**config.mk**
```make
export PLATFORM = sky130hd
export DESIGN_NAME = fir_stream_out
export DESIGN_NICKNAME = d
export VERILOG_FILES = /design/src/rtl/fir_pkg.sv /design/src/rtl/fir_sync_fifo.sv /design/src/rtl/fir_stream_out.sv
export SDC_FILE = /design/constraint.sdc
export NUM_CORES = 1
export LEC_CHECK = 0
export BUFFER_PORTS_ARGS = -buffer_cell sky130_fd_sc_hd__buf_2
export CORE_ASPECT_RATIO = 0.9
export CORE_MARGIN = 4
export CORE_UTILIZATION = 35
export CTS_CLUSTER_SIZE = 14
export DETAILED_ROUTE_END_ITERATION = 8
export PLACE_DENSITY = 0.57
export SLEW_MARGIN = 20
export SYNTH_ARGS = -nofsm -noshare
export SYNTH_HDL_FRONTEND = slang
export SYNTH_HIERARCHICAL = 1
export SYNTH_SLANG_ARGS = --single-unit
export TNS_END_PERCENT = 1
```
**constraint.sdc**
```tcl
create_clock -name clk -period 7.65 [get_ports clk]
set_clock_uncertainty 0.1 [all_clocks]
set_input_delay 0.3825 -clock clk [delete_from_list [all_inputs] [get_ports clk]]
set_output_delay 0.3825 -clock clk [all_outputs]
set_load 0.005 [all_outputs]
```
**src/rtl/fir_pkg.sv**
```systemverilog
// Shared widths, FSM state encodings and counter-width helper for the FIR output path.
package fir_pkg;

   localparam int unsigned FIR_DATA_WIDTH   = 32;
   localparam int unsigned FIR_ACC_WIDTH    = 40;
   localparam int unsigned FIR_MAX_DATA_NUM = 1024;
   localparam int unsigned FIR_FIFO_DEPTH   = 4;

   localparam logic [1:0] ST_IDLE = 2'd0;
   localparam logic [1:0] ST_RUN  = 2'd1;
   localparam logic [1:0] ST_DONE = 2'd2;

   function automatic int unsigned fir_cnt_width(input int unsigned max_num);
      return $clog2(max_num + 1);
   endfunction

endpackage

```
**src/rtl/fir_sync_fifo.sv**
```systemverilog
// Synchronous result buffer: registered storage, wrapping pointers, occupancy counter.
module fir_sync_fifo #(
   parameter int unsigned WIDTH = 32,
   parameter int unsigned DEPTH = 4
) (
   input  logic             clk,
   input  logic             rst_n,
   input  logic             i_push,
   input  logic             i_pop,
   input  logic [WIDTH-1:0] i_data,
   output logic             o_full,
   output logic             o_empty,
   output logic [WIDTH-1:0] o_head
);

   localparam int unsigned AW = $clog2(DEPTH);

   logic [WIDTH-1:0] r_mem [DEPTH];
   logic [AW-1:0]    r_wr_ptr;
   logic [AW-1:0]    r_rd_ptr;
   logic [AW:0]      r_count;
   logic             w_push;
   logic             w_pop;

   // A full FIFO refuses a push even when a pop frees a slot in the same cycle.
   assign w_push  = i_push && !o_full;
   assign w_pop   = i_pop && !o_empty;
   assign o_full  = (r_count == (AW+1)'(DEPTH));
   assign o_empty = (r_count == '0);
   assign o_head  = r_mem[r_rd_ptr];

   always_ff @(posedge clk or negedge rst_n) begin
      if (!rst_n) begin
         r_wr_ptr <= '0;
         r_rd_ptr <= '0;
         r_count  <= '0;
         for (int unsigned i = 0; i < DEPTH; i++) r_mem[i] <= '0;
      end else begin
         if (w_push) begin
            r_mem[r_wr_ptr] <= i_data;
            r_wr_ptr        <= r_wr_ptr + AW'(1);
         end
         if (w_pop) r_rd_ptr <= r_rd_ptr + AW'(1);
         if (w_push && !w_pop)      r_count <= r_count + (AW+1)'(1);
         else if (!w_push && w_pop) r_count <= r_count - (AW+1)'(1);
      end
   end

endmodule

```
**src/rtl/fir_stream_out.sv**
```systemverilog
// FIR output stage: buffers MAC results and drives an AXI4-Stream master with frame tlast/ap_done.
// Optional macro FIR_OUT_SAT_EN saturates results to the signed output range instead of truncating.
module fir_stream_out
   import fir_pkg::*;
#(
   parameter int unsigned pDATA_WIDTH  = FIR_DATA_WIDTH,
   parameter int unsigned pACC_WIDTH   = FIR_ACC_WIDTH,
   parameter int unsigned MAX_DATA_NUM = FIR_MAX_DATA_NUM,
   parameter int unsigned FIFO_DEPTH   = FIR_FIFO_DEPTH
) (
   input  logic                                      clk,
   input  logic                                      rst_n,
   input  logic                                      ap_start,
   input  logic [fir_cnt_width(MAX_DATA_NUM)-1:0]    data_num,
   output logic                                      ap_done,
   input  logic                                      res_valid,
   input  logic [pACC_WIDTH-1:0]                     res_data,
   output logic                                      res_ready,
   output logic                                      sm_tvalid,
   input  logic                                      sm_tready,
   output logic [pDATA_WIDTH-1:0]                    sm_tdata,
   output logic                                      sm_tlast
);

   localparam int unsigned CW = fir_cnt_width(MAX_DATA_NUM);

   logic [1:0]             r_state;
   logic [CW-1:0]          r_data_num;
   logic [CW-1:0]          r_in_cnt;
   logic [CW-1:0]          r_out_cnt;
   logic                   r_done;

   logic                   w_fifo_full;
   logic                   w_fifo_empty;
   logic [pDATA_WIDTH-1:0] w_head;
   logic [pDATA_WIDTH-1:0] w_push_data;
   logic                   w_res_ready;
   logic                   w_push;
   logic                   w_pop;
   logic                   w_tlast;

   assign w_res_ready = (r_state == ST_RUN) && !w_fifo_full && (r_in_cnt < r_data_num);
   assign w_push      = res_valid && w_res_ready;
   assign w_pop       = !w_fifo_empty && sm_tready;
   assign w_tlast     = !w_fifo_empty && (r_out_cnt == (r_data_num - CW'(1)));

`ifdef FIR_OUT_SAT_EN
   localparam logic [pDATA_WIDTH-1:0] SAT_MAX = {1'b0, {(pDATA_WIDTH-1){1'b1}}};
   localparam logic [pDATA_WIDTH-1:0] SAT_MIN = {1'b1, {(pDATA_WIDTH-1){1'b0}}};

   // Out of range whenever the bits above the output sign bit are not a pure sign extension.
   always_comb begin
      w_push_data = res_data[pDATA_WIDTH-1:0];
      if (res_data[pACC_WIDTH-1:pDATA_WIDTH-1] != {(pACC_WIDTH-pDATA_WIDTH+1){res_data[pACC_WIDTH-1]}})
         w_push_data = res_data[pACC_WIDTH-1] ? SAT_MIN : SAT_MAX;
   end
`else
   logic w_unused_hi;
   assign w_unused_hi = ^res_data[pACC_WIDTH-1:pDATA_WIDTH];
   assign w_push_data = res_data[pDATA_WIDTH-1:0];
`endif

   fir_sync_fifo #(
      .WIDTH (pDATA_WIDTH),
      .DEPTH (FIFO_DEPTH)
   ) u_fifo (
      .clk     (clk),
      .rst_n   (rst_n),
      .i_push  (w_push),
      .i_pop   (w_pop),
      .i_data  (w_push_data),
      .o_full  (w_fifo_full),
      .o_empty (w_fifo_empty),
      .o_head  (w_head)
   );

   always_ff @(posedge clk or negedge rst_n) begin
      if (!rst_n) begin
         r_state    <= ST_IDLE;
         r_data_num <= '0;
         r_in_cnt   <= '0;
         r_out_cnt  <= '0;
         r_done     <= 1'b0;
      end else begin
         case (r_state)
            ST_IDLE, ST_DONE: begin
               if (ap_start) begin
                  r_data_num <= data_num;
                  r_in_cnt   <= '0;
                  r_out_cnt  <= '0;
                  r_done     <= 1'b0;
                  r_state    <= ST_RUN;
               end
            end
            ST_RUN: begin
               if (w_push) r_in_cnt  <= r_in_cnt + CW'(1);
               if (w_pop)  r_out_cnt <= r_out_cnt + CW'(1);
               // Zero-length frames pass through RUN for one cycle and finish without a beat.
               if ((r_data_num == '0) || (w_pop && w_tlast)) begin
                  r_state <= ST_DONE;
                  r_done  <= 1'b1;
               end
            end
            default: r_state <= ST_IDLE;
         endcase
      end
   end

   assign ap_done   = r_done;
   assign res_ready = w_res_ready;
   assign sm_tvalid = !w_fifo_empty;
   assign sm_tdata  = w_head;
   assign sm_tlast  = w_tlast;

endmodule
```
# After elaboration in Yosys (flattened, before gate mapping)
# Cells that the tools add are included.
op_classes:
  eq_ne: 8
  bitwise_logic: 2
  n_addsub: 7
  n_div: 0
  reduce_logical: 27
  shifts: 0
  n_lt_le_gt_ge: 4
  mux: 19
  n_mul: 0
ops:
  columns: ["operator", "n"]
  rows:
  - ["128-bit bitwise mux", 1]
  - ["32-bit 2-to-1 mux", 3]
  - ["32-bit binary-select mux with 2-bit select", 1]
  - ["32-bit demux with 2-bit select", 1]
  - ["11-bit case mux with 2 select lines", 2]
  - ["11-bit 2-to-1 mux", 3]
  - ["11-bit by 1-bit adder with 11-bit output (second input constant)", 2]
  - ["11-bit equality test", 1]
  - ["1-bit logical AND", 11]
  - ["11-bit logical NOT", 1]
  - ["11-bit less-than comparator", 1]
  - ["11-bit by 1-bit subtractor with 11-bit output (second input constant)", 1]
  - ["3-bit AND reduction", 3]
  - ["3-bit >= comparator (second input constant)", 2]
  - ["3-bit 2-to-1 mux", 2]
  - ["2-bit by 1-bit inequality test with 1-bit output (second input constant)", 3]
  - ["2-bit inverter with 3-bit output", 2]
  - ["2-bit by 1-bit adder with 2-bit output (second input constant)", 2]
  - ["1-bit logical NOT", 4]
  - ["2-bit 2-to-1 mux", 2]
  - ["2-bit case mux with 2 select lines", 1]
  - ["2-bit AND reduction", 2]
  - ["2-bit nonzero test", 2]
  - ["3-bit by 1-bit adder with 3-bit output (second input constant)", 1]
  - ["other kinds (12)", 13]
word_totals:
  latch_bits: 0
  elab_cells: 79
  output_inout_bits: 36
  ram_bits: 0
  mem_bits_ro: 0
  memories: 0
  in_bits: 56
  register_bits: 171

# Logic depth before layout (Yosys ltp)
# Gate-level depths: netlist of run 1.
logic_depth:
  word_depth: 10
  mapped_depth: 15
  ltp_nobuf: 14

# Hierarchy
# Netlist of run 1, hierarchy kept.
modules_own_cells:
  columns: ["mod", "area_each_um2", "seq_area_each_um2", "cells_per_inst", "instances"]
  rows:
  - ["fir_sync_fifo", 5960.7, 3378.2, 346, 1]
  - ["fir_stream_out", 2258.4, 900.9, 253, 1]

# Worst setup path before layout of run 1
# Ideal clock, no wire load.
synth_path:
  kind: "register to register"
  startpoint: "reg r_data_num[8]"
  endpoint: "reg u_fifo.r_count[2]"
  arrival_ns: 3.202
  path_buffers: 1
  required_time_ns: 7.471
  path_slack_ns: 4.269
  setup_ns: 0.079
  stages_incl_launch_ff: 16
  path_cell_list: "dfrtp_1 clkbuf_1 inv_1 ha_1 a21o_1 a21o_1 a2111oi_4 o211ai_2 inv_1 and2b_2 ha_1 inv_1 fa_1 xor2_1 nor2_1 xor2_1"
synth_via:
  elab_chain_len: 7
synth_lines:
  columns: ["item", "line", "text"]
  rows:
  - ["start: declaration", "fir_stream_out.sv:28", "logic [CW-1:0] r_data_num;"]
  - ["start signal: assignment", "fir_stream_out.sv:88", "r_data_num <= data_num;"]
  - ["11-bit less-than comparator (*)", "fir_stream_out.sv:42", "assign w_res_ready = (r_state == ST_RUN) && !w_fifo_full && (r_in_cnt < r_data_num);"]
  - ["1-bit logical AND (*)", "fir_stream_out.sv:42", null]
  - ["1-bit logical AND (*)", "fir_stream_out.sv:43", "assign w_push = res_valid && w_res_ready;"]
  - ["named net w_push", "fir_stream_out.sv:38", "logic w_push;"]
  - ["1-bit logical AND (*)", "fir_sync_fifo.sv:26", "assign w_push = i_push && !o_full;"]
  - ["named net u_fifo.w_push", "fir_sync_fifo.sv:22", "logic w_push;"]
  - ["1-bit logical NOT", "fir_sync_fifo.sv:45", "else if (!w_push && w_pop) r_count <= r_count - (AW+1)'(1);"]
  - ["1-bit logical AND", "fir_sync_fifo.sv:45", null]
  - ["2-bit nonzero test (no line)", null, null]
  - ["end signal: assignment", "fir_sync_fifo.sv:44", "if (w_push && !w_pop) r_count <= r_count + (AW+1)'(1);"]
  - ["end signal: assignment", "fir_sync_fifo.sv:45", null]
  - ["end: declaration", "fir_sync_fifo.sv:21", "logic [AW:0] r_count;"]
# Mark *: on every way through the listed nets, which the timed path passes. The rest lies on a longest branch.
# A chain may end at the register's enable or synchronous reset.

# Final worst setup path of run 1
layout_path:
  startpoint: "reg r_data_num[8]"
  endpoint: "reg u_fifo/r_mem[111] (netlist bit)"
layout_via:
  elab_chain_len: 4
layout_lines:
  columns: ["item", "line", "text"]
  rows:
  - ["11-bit less-than comparator", "fir_stream_out.sv:42", null]
  - ["1-bit logical AND", "fir_stream_out.sv:42", null]
  - ["1-bit logical AND", "fir_stream_out.sv:43", null]
  - ["named net w_push", "fir_stream_out.sv:38", null]
  - ["1-bit logical AND", "fir_sync_fifo.sv:26", null]
  - ["end signal: indexed assignment", "fir_sync_fifo.sv:40", "r_mem[r_wr_ptr] <= i_data;"]
  - ["end: declaration", "fir_sync_fifo.sv:18", "logic [WIDTH-1:0] r_mem [DEPTH];"]
# The timed path passes the listed nets, and every way through them passes these cells.

==> results of run 1 <==
## how the worst max path moves through the flow
| stage | from | endpoint | depth (start not counted) |
|---|---|---|---|
| floorplan | r_data_num[8] | u_fifo/r_count[2] | 15 |
| global placement | r_data_num[8] | u_fifo/r_mem[19] | 11 |
| detailed placement | r_data_num[8] | u_fifo/r_mem[116] | 11 |
| CTS | r_data_num[8] | u_fifo/r_mem[107] | 11 |
| global route | r_data_num[8] | u_fifo/r_mem[80] | 11 |
| finish | r_data_num[8] | u_fifo/r_mem[111] | 11 |
## registers in the layout, indices dropped and copies added (netlist names)
name	count
r_out_cnt	11
u_fifo/r_mem	128
u_fifo/r_rd_ptr	2
r_data_num	11
u_fifo/r_wr_ptr	2
r_in_cnt	11
ap_done	1
r_state	2
u_fifo/r_count	3
## synthesized netlist by cell type, types with 7 or more instances
cell type,number,area [sq um]
sky130_fd_sc_hd__dfrtp_1,171,4279
sky130_fd_sc_hd__mux2_2,130,1464
sky130_fd_sc_hd__mux4_2,32,720.7
sky130_fd_sc_hd__nand2_1,30,112.6
sky130_fd_sc_hd__inv_1,25,93.84
sky130_fd_sc_hd__nor2_1,25,93.84
sky130_fd_sc_hd__o21ai_0,24,120.1
sky130_fd_sc_hd__ha_1,18,225.2
sky130_fd_sc_hd__xnor2_1,16,140.1
sky130_fd_sc_hd__xor2_1,16,140.1
sky130_fd_sc_hd__buf_6,12,135.1
sky130_fd_sc_hd__a21oi_1,9,45.04
sky130_fd_sc_hd__clkbuf_1,9,33.78
sky130_fd_sc_hd__nand3_1,7,35.03
## tightest hold or removal path, stage by stage
cell,delay (ps)
sky130_fd_sc_hd__buf_2,80
sky130_fd_sc_hd__nand2_1,30
sky130_fd_sc_hd__o21ai_0,50
## timing repair
item | in CTS | in global routing
endpoints found under the hold margin | 11 | 0
hold buffers | 1 | 0
setup endpoints to repair | 0 | 0
setup buffers | 0 | 0
## kinds of logic (layout without fill, tap and decap cells)
kind of cell               after synthesis  after routing  synth area share
xor gates and xnor gates                32             32           0.03410
buffers and inverters                   52            148           0.03547
and+or+nand+nor                        106            106           0.06774
AOI/OAI and AO/OA                       57             57           0.04643
muxes                                  162            162            0.2658
adders and majority gates               19             19           0.02984
DFF                                    171            171            0.5206
## power breakdown
group | internal [mW] | switching [mW] | leakage (nW)
sequential | 1.33 | 0.324 | 2.08
clock | 0.428 | 0.363 | 0.247
combinational | 0.969 | 0.723 | 1.73
total | 2.73 | 1.41 | 4.05
## per-layer routing
layer	wire length, um	vias up	global-route usage
li1	-	2348	-
met1	8059	2659	0.1829
met2	9442	79	0.2541
met3	690	9	0.03590
met4	135	0	0.03373
met5	0	-	0
## metrics by stage
step	power [mW]	util	instance area, sq um	setup WS [ps]	hold WS (ps)
2_1_floorplan	2.829	-	8219	4269	-13.09
3_3_place_gp	3.279	0.3909	8902	3776	376.8
3_5_place_dp	3.389	0.3909	8902	3611	391.7
4_1_cts	4.207	0.4149	9449	3581	43.14
5_1_grt	4.424	0.4149	9449	3435	64.60
6_report	4.138	0.4149	9449	3613	56.95
## cell type report
type / count / area share
well taps: 297 / 0.03933
flip-flops and latches: 171 / 0.4531
multi-input cells: 376 / 0.3896
clock inverters: 11 / 0.009137
repair buffers: 91 / 0.05124
inverters: 25 / 0.009931
clock buffers: 21 / 0.04767
==> implementation parameters, run 1 <==
Parameter                              Value

STA
  Count of endpoints failing hold in the final timing report ... 0
  Max transition margin ... 0.3569
  Time the final worst path needs with I/O delays and setup ... a little over 4000 ps
  Unrepaired setup endpoints after global routing ... no
  Max Fclk ... 247.7 MHz
  Setup tns final ... 0 ps
  Transition time of the tightest slew-check pin ... 964.6 ps
  Setup Viol. Count Final ... 0
  Final Cycle Share ... 0.5278
  Slew Viols, Final ... 0

Run status
  Outcome ... completed

Finish
  Leading cell types in the layout, fill and taps excluded ... 169 x sky130_fd_sc_hd__dfrtp_1, 130 x sky130_fd_sc_hd__mux2_2, 82 x sky130_fd_sc_hd__buf_2, 32 x sky130_fd_sc_hd__mux4_2, 30 x sky130_fd_sc_hd__nand2_1
  Fraction of final layout cells with drive strength greater than 1 ... 0.4259
  Ant. Diodes ... 0
  Layout overhead on the synthesized area ... 14.96%
  Storage element area ... 4282 sq um
  Filler cell count ... roughly 2100
  Net total in the final layout ... 757
  Final Non-Filler Cells ... 992
  Most common cell after layout, fill and taps aside ... sky130_fd_sc_hd__dfrtp_1
  Area of combinational cells with multiple inputs ... 3681 sq um

Global route
  Number of global-route vias before repair ... 5670
  Global-route usage over all layers ... 0.1457
  Largest net degree at the start of global routing ... 99
  Antenna violations before repair ... 0
  Global-route wire length before repair ... 29990 um
  Aggregate global routing overflow ... 0

Place
  Cell count after placement ... 959
  Count of input and output buffers ... 83
  Placer Congestion ... ~0.80
  Post-DP HPWL ... about 12000 um

Clock network
  CTS H-tree depth ... 4
  Buffer depth of the longest clock path ... 2
  Later-pin clock latency in the skew report ... about 420 ps
  Clock tree from TritonCTS ... built
  TritonCTS Buffers ... 17
  Clock Tree Root ... sky130_fd_sc_hd__clkbuf_16
  CTS clock-pin slew for the worst setup and hold paths ... 70 ps
  Number of clock sinks seen by CTS ... 171
  Number of gates given a new drive strength after cts ... 0

Detailed routing
  Number of vias per cell after detailed routing ... 5.136
  Average routed wire per standard cell ... 18.47 um
  Vias ... 5095
  Residual DRC ... 0
  Initial DRT Pass Iterations ... 4
  Post-route ant nets ... 0
  Final routed wirelength across all metal layers ... 18330 um
  Number of DRC violations after detailed-routing iteration 0 ... around 190

Logic synthesis
  Total nets after synthesis ... ~670
  Proportion of synthesized chip area in sequential cells ... 0.5206
  Number of register bits inferred by synthesis ... roughly 170
  Synth cell types ... 52
  Async SR Flop Fraction ... 1.000
  Cell count after synthesis ... 599
  Top flip-flop cell by instance count after synthesis ... sky130_fd_sc_hd__dfrtp_1
  Mean cell area of the mapped netlist ... 13.72 sq um
  Number of synthesis warnings ... 6
  Area of the mapped netlist ... 8219 sq um
  Number of flops mapped to enable cells by yosys ... 0

Worst hold path
  Depth of the worst hold-timing path ... 3
  Hold path startpoint ... data_num[4]
  Endpoint with the worst hold slack ... r_data_num[4]
  Type of the tightest min-delay check ... primary input to flip-flop

Worst setup path
  FF-to-FF Start ... r_data_num[8]
  Required @ worst endpoint ... 7850 ps
  Maximum fanout count along the critical path ... 19
  Number of cells on the worst reg-to-reg path ... 11
  Ordered cell list for the critical path ... inv_1 -> ha_1 -> a21o_1 -> a21o_1 -> a2111oi_4 -> o211ai_2 -> inv_1 -> nand2_1 -> nor2_4 -> buf_4 -> mux2_2
  Family with the most delay on the worst path ... compound AO/OA/AOI/OAI gates
  CP Capture Type ... flip-flop
  Worst reg2reg path endpoint ... u_fifo/r_mem[111]
  Max incr delay on CP ... 560 ps
  Sum of buffers and inverters on the critical path ... 3
  Flop-to-flop setup slack ... 3610 ps
  Critical path start-end classification ... flip-flop to flip-flop
  Category of the worst setup path launch point ... flip-flop
  WP data arrival ... 4240 ps
  Master of the slowest instance on the critical path ... sky130_fd_sc_hd__a2111oi_4

Floorplanning
  Die Span Y ... 153.4 um
  Horizontal die dimension ... 169.5 um
  Initial core utilization ... 0.3609
  Core area ... 22770 sq um
  Die area ... 26000 sq um
  Count of pins on the block boundary ... 92
  Site Rows ... 52

Power and ir drop
  Leakage power ... 4.052 nW
  Worst IR drop on VDD ... 0.1427 mV
  Cell Pwr Density ... 438.0 nW/um^2

Run
  Max-cap violation count ... 0
(Power assumes the default switching activity.)
==> run 2, diff against run 1 <==
Settings changed: PLACE_DENSITY 0.57 to 0.59.
Clock period 7.65 ns to 3.5 ns, I/O delays scaled along.
==> run 2 against run 1 <==
Clock power increased by 150%. First-iteration DRC count increased by 8.0%. Core utilization grew 3.0 points. Critical path depth increased by 2. Non-clock buffer count is 54 higher. Sequential power increased by 120%. Worst hold slack better by 53 ps. Combinational power grew 130%.
==> implementation parameters, run 2 (same netlist as run 1, synthesis figures left out) <==
Parameter                              Value

Finish
  Filler cell count ... 2091 (-2.4%)
  Most common cell after layout, fill and taps aside ... sky130_fd_sc_hd__dfrtp_1
  Fraction of final layout cells with drive strength greater than 1 ... 0.4091 (-0.01681)
  Max FFs per register ... 128 (unchanged)
  Ant. Diodes ... 0 (unchanged)
  Net total in the final layout ... 811 (+7.1%)
  Final Non-Filler Cells ... 1045 (+5.3%)
  Leading cell types in the layout, fill and taps excluded ... 169 x sky130_fd_sc_hd__dfrtp_1, 130 x sky130_fd_sc_hd__mux2_2, 82 x sky130_fd_sc_hd__buf_2, 45 x sky130_fd_sc_hd__dlygate4sd3_1, 32 x sky130_fd_sc_hd__mux4_2
  Finished Core Util ... 0.4446 (+0.02962)
  Register with the most flip-flops ... u_fifo/r_mem
  Layout overhead on the synthesized area ... 23.17%

Detailed routing
  Average routed wire per standard cell ... 17.73 um (-4.0%)
  Residual DRC ... 0 (unchanged)
  Post-route ant nets ... 0 (unchanged)
  Initial DRT Pass Iterations ... 4 (unchanged)
  Vias ... 5267 (+3.4%)
  Number of DRC violations after detailed-routing iteration 0 ... 202 (+8.0%)
  Final routed wirelength across all metal layers ... 18530 um (+1.1%)
  Number of vias per cell after detailed routing ... 5.040 (-1.9%)

Worst setup path
  Critical path start-end classification ... flip-flop to flip-flop
  WP data arrival ... 3410 ps (-830 ps)
  Number of cells on the worst reg-to-reg path ... 13 (+2)
  FF-to-FF Start ... r_in_cnt[8]
  Maximum fanout count along the critical path ... 4 (-15)
  Required @ worst endpoint ... 3740 ps (-4110 ps)
  Ordered cell list for the critical path ... ha_1 -> a21o_1 -> a21o_1 -> a2111oi_4 -> o211ai_2 -> inv_1 -> and2b_2 -> ha_1 -> inv_1 -> fa_1 -> xor2_1 -> nor2_1 -> xor2_1
  Critical Path Source ... r_in_cnt[8]
  CP Capture Type ... flip-flop
  Max incr delay on CP ... 430 ps (-130 ps)
  Master of the slowest instance on the critical path ... sky130_fd_sc_hd__dfrtp_1
  Category of the worst setup path launch point ... flip-flop

STA
  Unrepaired setup endpoints after global routing ... no
  Max Fclk ... 315.3 MHz (+27%)
  Worst-case hold slack ... 109.5 ps (+52.52 ps)
  Count of endpoints failing hold in the final timing report ... 0 (unchanged)
  Worst path setup slack after routing ... 328.0 ps (-3285 ps)
  Final Cycle Share ... 0.9063 (+0.3785)
  Slew Viols, Final ... 0 (unchanged)
  Setup tns final ... 0 ps (unchanged)
  Transition time of the tightest slew-check pin ... 914.4 ps (-50.26 ps)
  Max transition margin ... 0.3904 (+0.03351)
  Time the final worst path needs with I/O delays and setup ... 3172 ps (-865.4 ps)
  Setup Viol. Count Final ... 0 (unchanged)

Global route
  Number of global-route vias before repair ... 5825 (+2.7%)
  Aggregate global routing overflow ... 0 (unchanged)
  Global-route wire length before repair ... 30090 um (+0.34%)
  Antenna violations before repair ... 0 (unchanged)
  Global-route usage over all layers ... 0.1458 (+0.0001631)
  Largest net degree at the start of global routing ... 95 (-4.0%)

Clock network
  Hold-fix buffer count after cts ... 45 (+44)
  TritonCTS Buffers ... 17 (unchanged)
  Buffer depth of the longest clock path ... 2 (unchanged)
  Number of clock sinks seen by CTS ... 171 (unchanged)
  CTS H-tree depth ... 4 (unchanged)
  Number of gates given a new drive strength after cts ... 0 (unchanged)
  Clock tree from TritonCTS ... built
  Clock Tree Root ... sky130_fd_sc_hd__clkbuf_16
  Number of setup buffers added after CTS ... 0 (unchanged)
  CTS clock-pin slew for the worst setup and hold paths ... 70 ps (about the same)
  Later-pin clock latency in the skew report ... 420 ps (about the same)

Floorplanning
  Core area ... 22770 sq um (unchanged)
  Horizontal die dimension ... 169.5 um (unchanged)
  Count of pins on the block boundary ... 92 (unchanged)
  Die Span Y ... 153.4 um (unchanged)
  Die area ... 26000 sq um (unchanged)
  Site Rows ... 52 (unchanged)
  Initial core utilization ... 0.3609 (unchanged)

Place
  Post-DP HPWL ... 12420 um (+0.70%)
  Count of input and output buffers ... 83 (unchanged)
  Placer Congestion ... 0.8296 (+4.3%)
  Post-place setup slack ... 322.8 ps (-3288 ps)
  Cell count after placement ... 969 (+1.0%)

Run status
  Outcome ... completed

Run
  Max-cap violation count ... 0 (unchanged)

Power and ir drop
  Leakage power ... 4.357 nW (+7.5%)
  Worst IR drop on VDD ... 0.3464 mV (+140%)
  Cell Pwr Density ... 932.0 nW/um^2 (+110%)

Worst hold path
  Hold path startpoint ... res_valid
  Depth of the worst hold-timing path ... 4 (+1)
  Type of the tightest min-delay check ... primary input to flip-flop
==> run 2: final cells by class <==
cell class / instances / area, sq um / area share
tap: 297 / 371.6 / 0.03671
timing repair buffer: 145 / 1075 / 0.1062
sequential: 171 / 4282 / 0.4229
clock buffer: 23 / 488.0 / 0.04820
inverter: 25 / 93.84 / 0.009270
clock inverter: 8 / 132.6 / 0.01310
multi-input combinational: 376 / 3681 / 0.3636
==> run 2: layer usage <==
metal / global-route usage / routed length (um)
met1: 0.1884 / 8403
met2: 0.2421 / 9118
met3: 0.03332 / 662
met4: 0.05021 / 347
met5: 0 / 0
==> run 2: path summary, 6_finish.rpt <==
check,to,slack (ps)
worst max-delay path,u_fifo/r_count[2],330
worst min-delay path,r_in_cnt[3],110
worst max register to register,u_fifo/r_count[2],330
worst min register to register,u_fifo/r_count[2],400
max in group asynchronous,u_fifo/r_rd_ptr[1],2020
min in group asynchronous,r_data_num[5],300
==> run 2: per-stage QoR <==
stage               power, mW  area [sq um]
floorplan               6.183          8219
global route            10.08         10120
CTS                     9.587         10120
global placement        7.303          9052
detailed placement      7.554          9052
finish                  9.436         10120
==> run 2: worst max-delay path, delay by kind of cell (launching register included) <==
kind / cells / cell delay (ps)
AOI/OAI and AO/OA: 4 / 920
xor gates and xnor gates: 2 / 300
adders and majority gates: 3 / 870
buffers and inverters: 2 / 160
DFF: 1 / 430
and+or+nand+nor: 2 / 290
==> run 2: where the power goes <==
part	total, mW	switching, mW	internal [mW]
sequential	3.63	0.721	2.91
clock	1.95	0.746	1.20
combinational	3.86	1.59	2.27
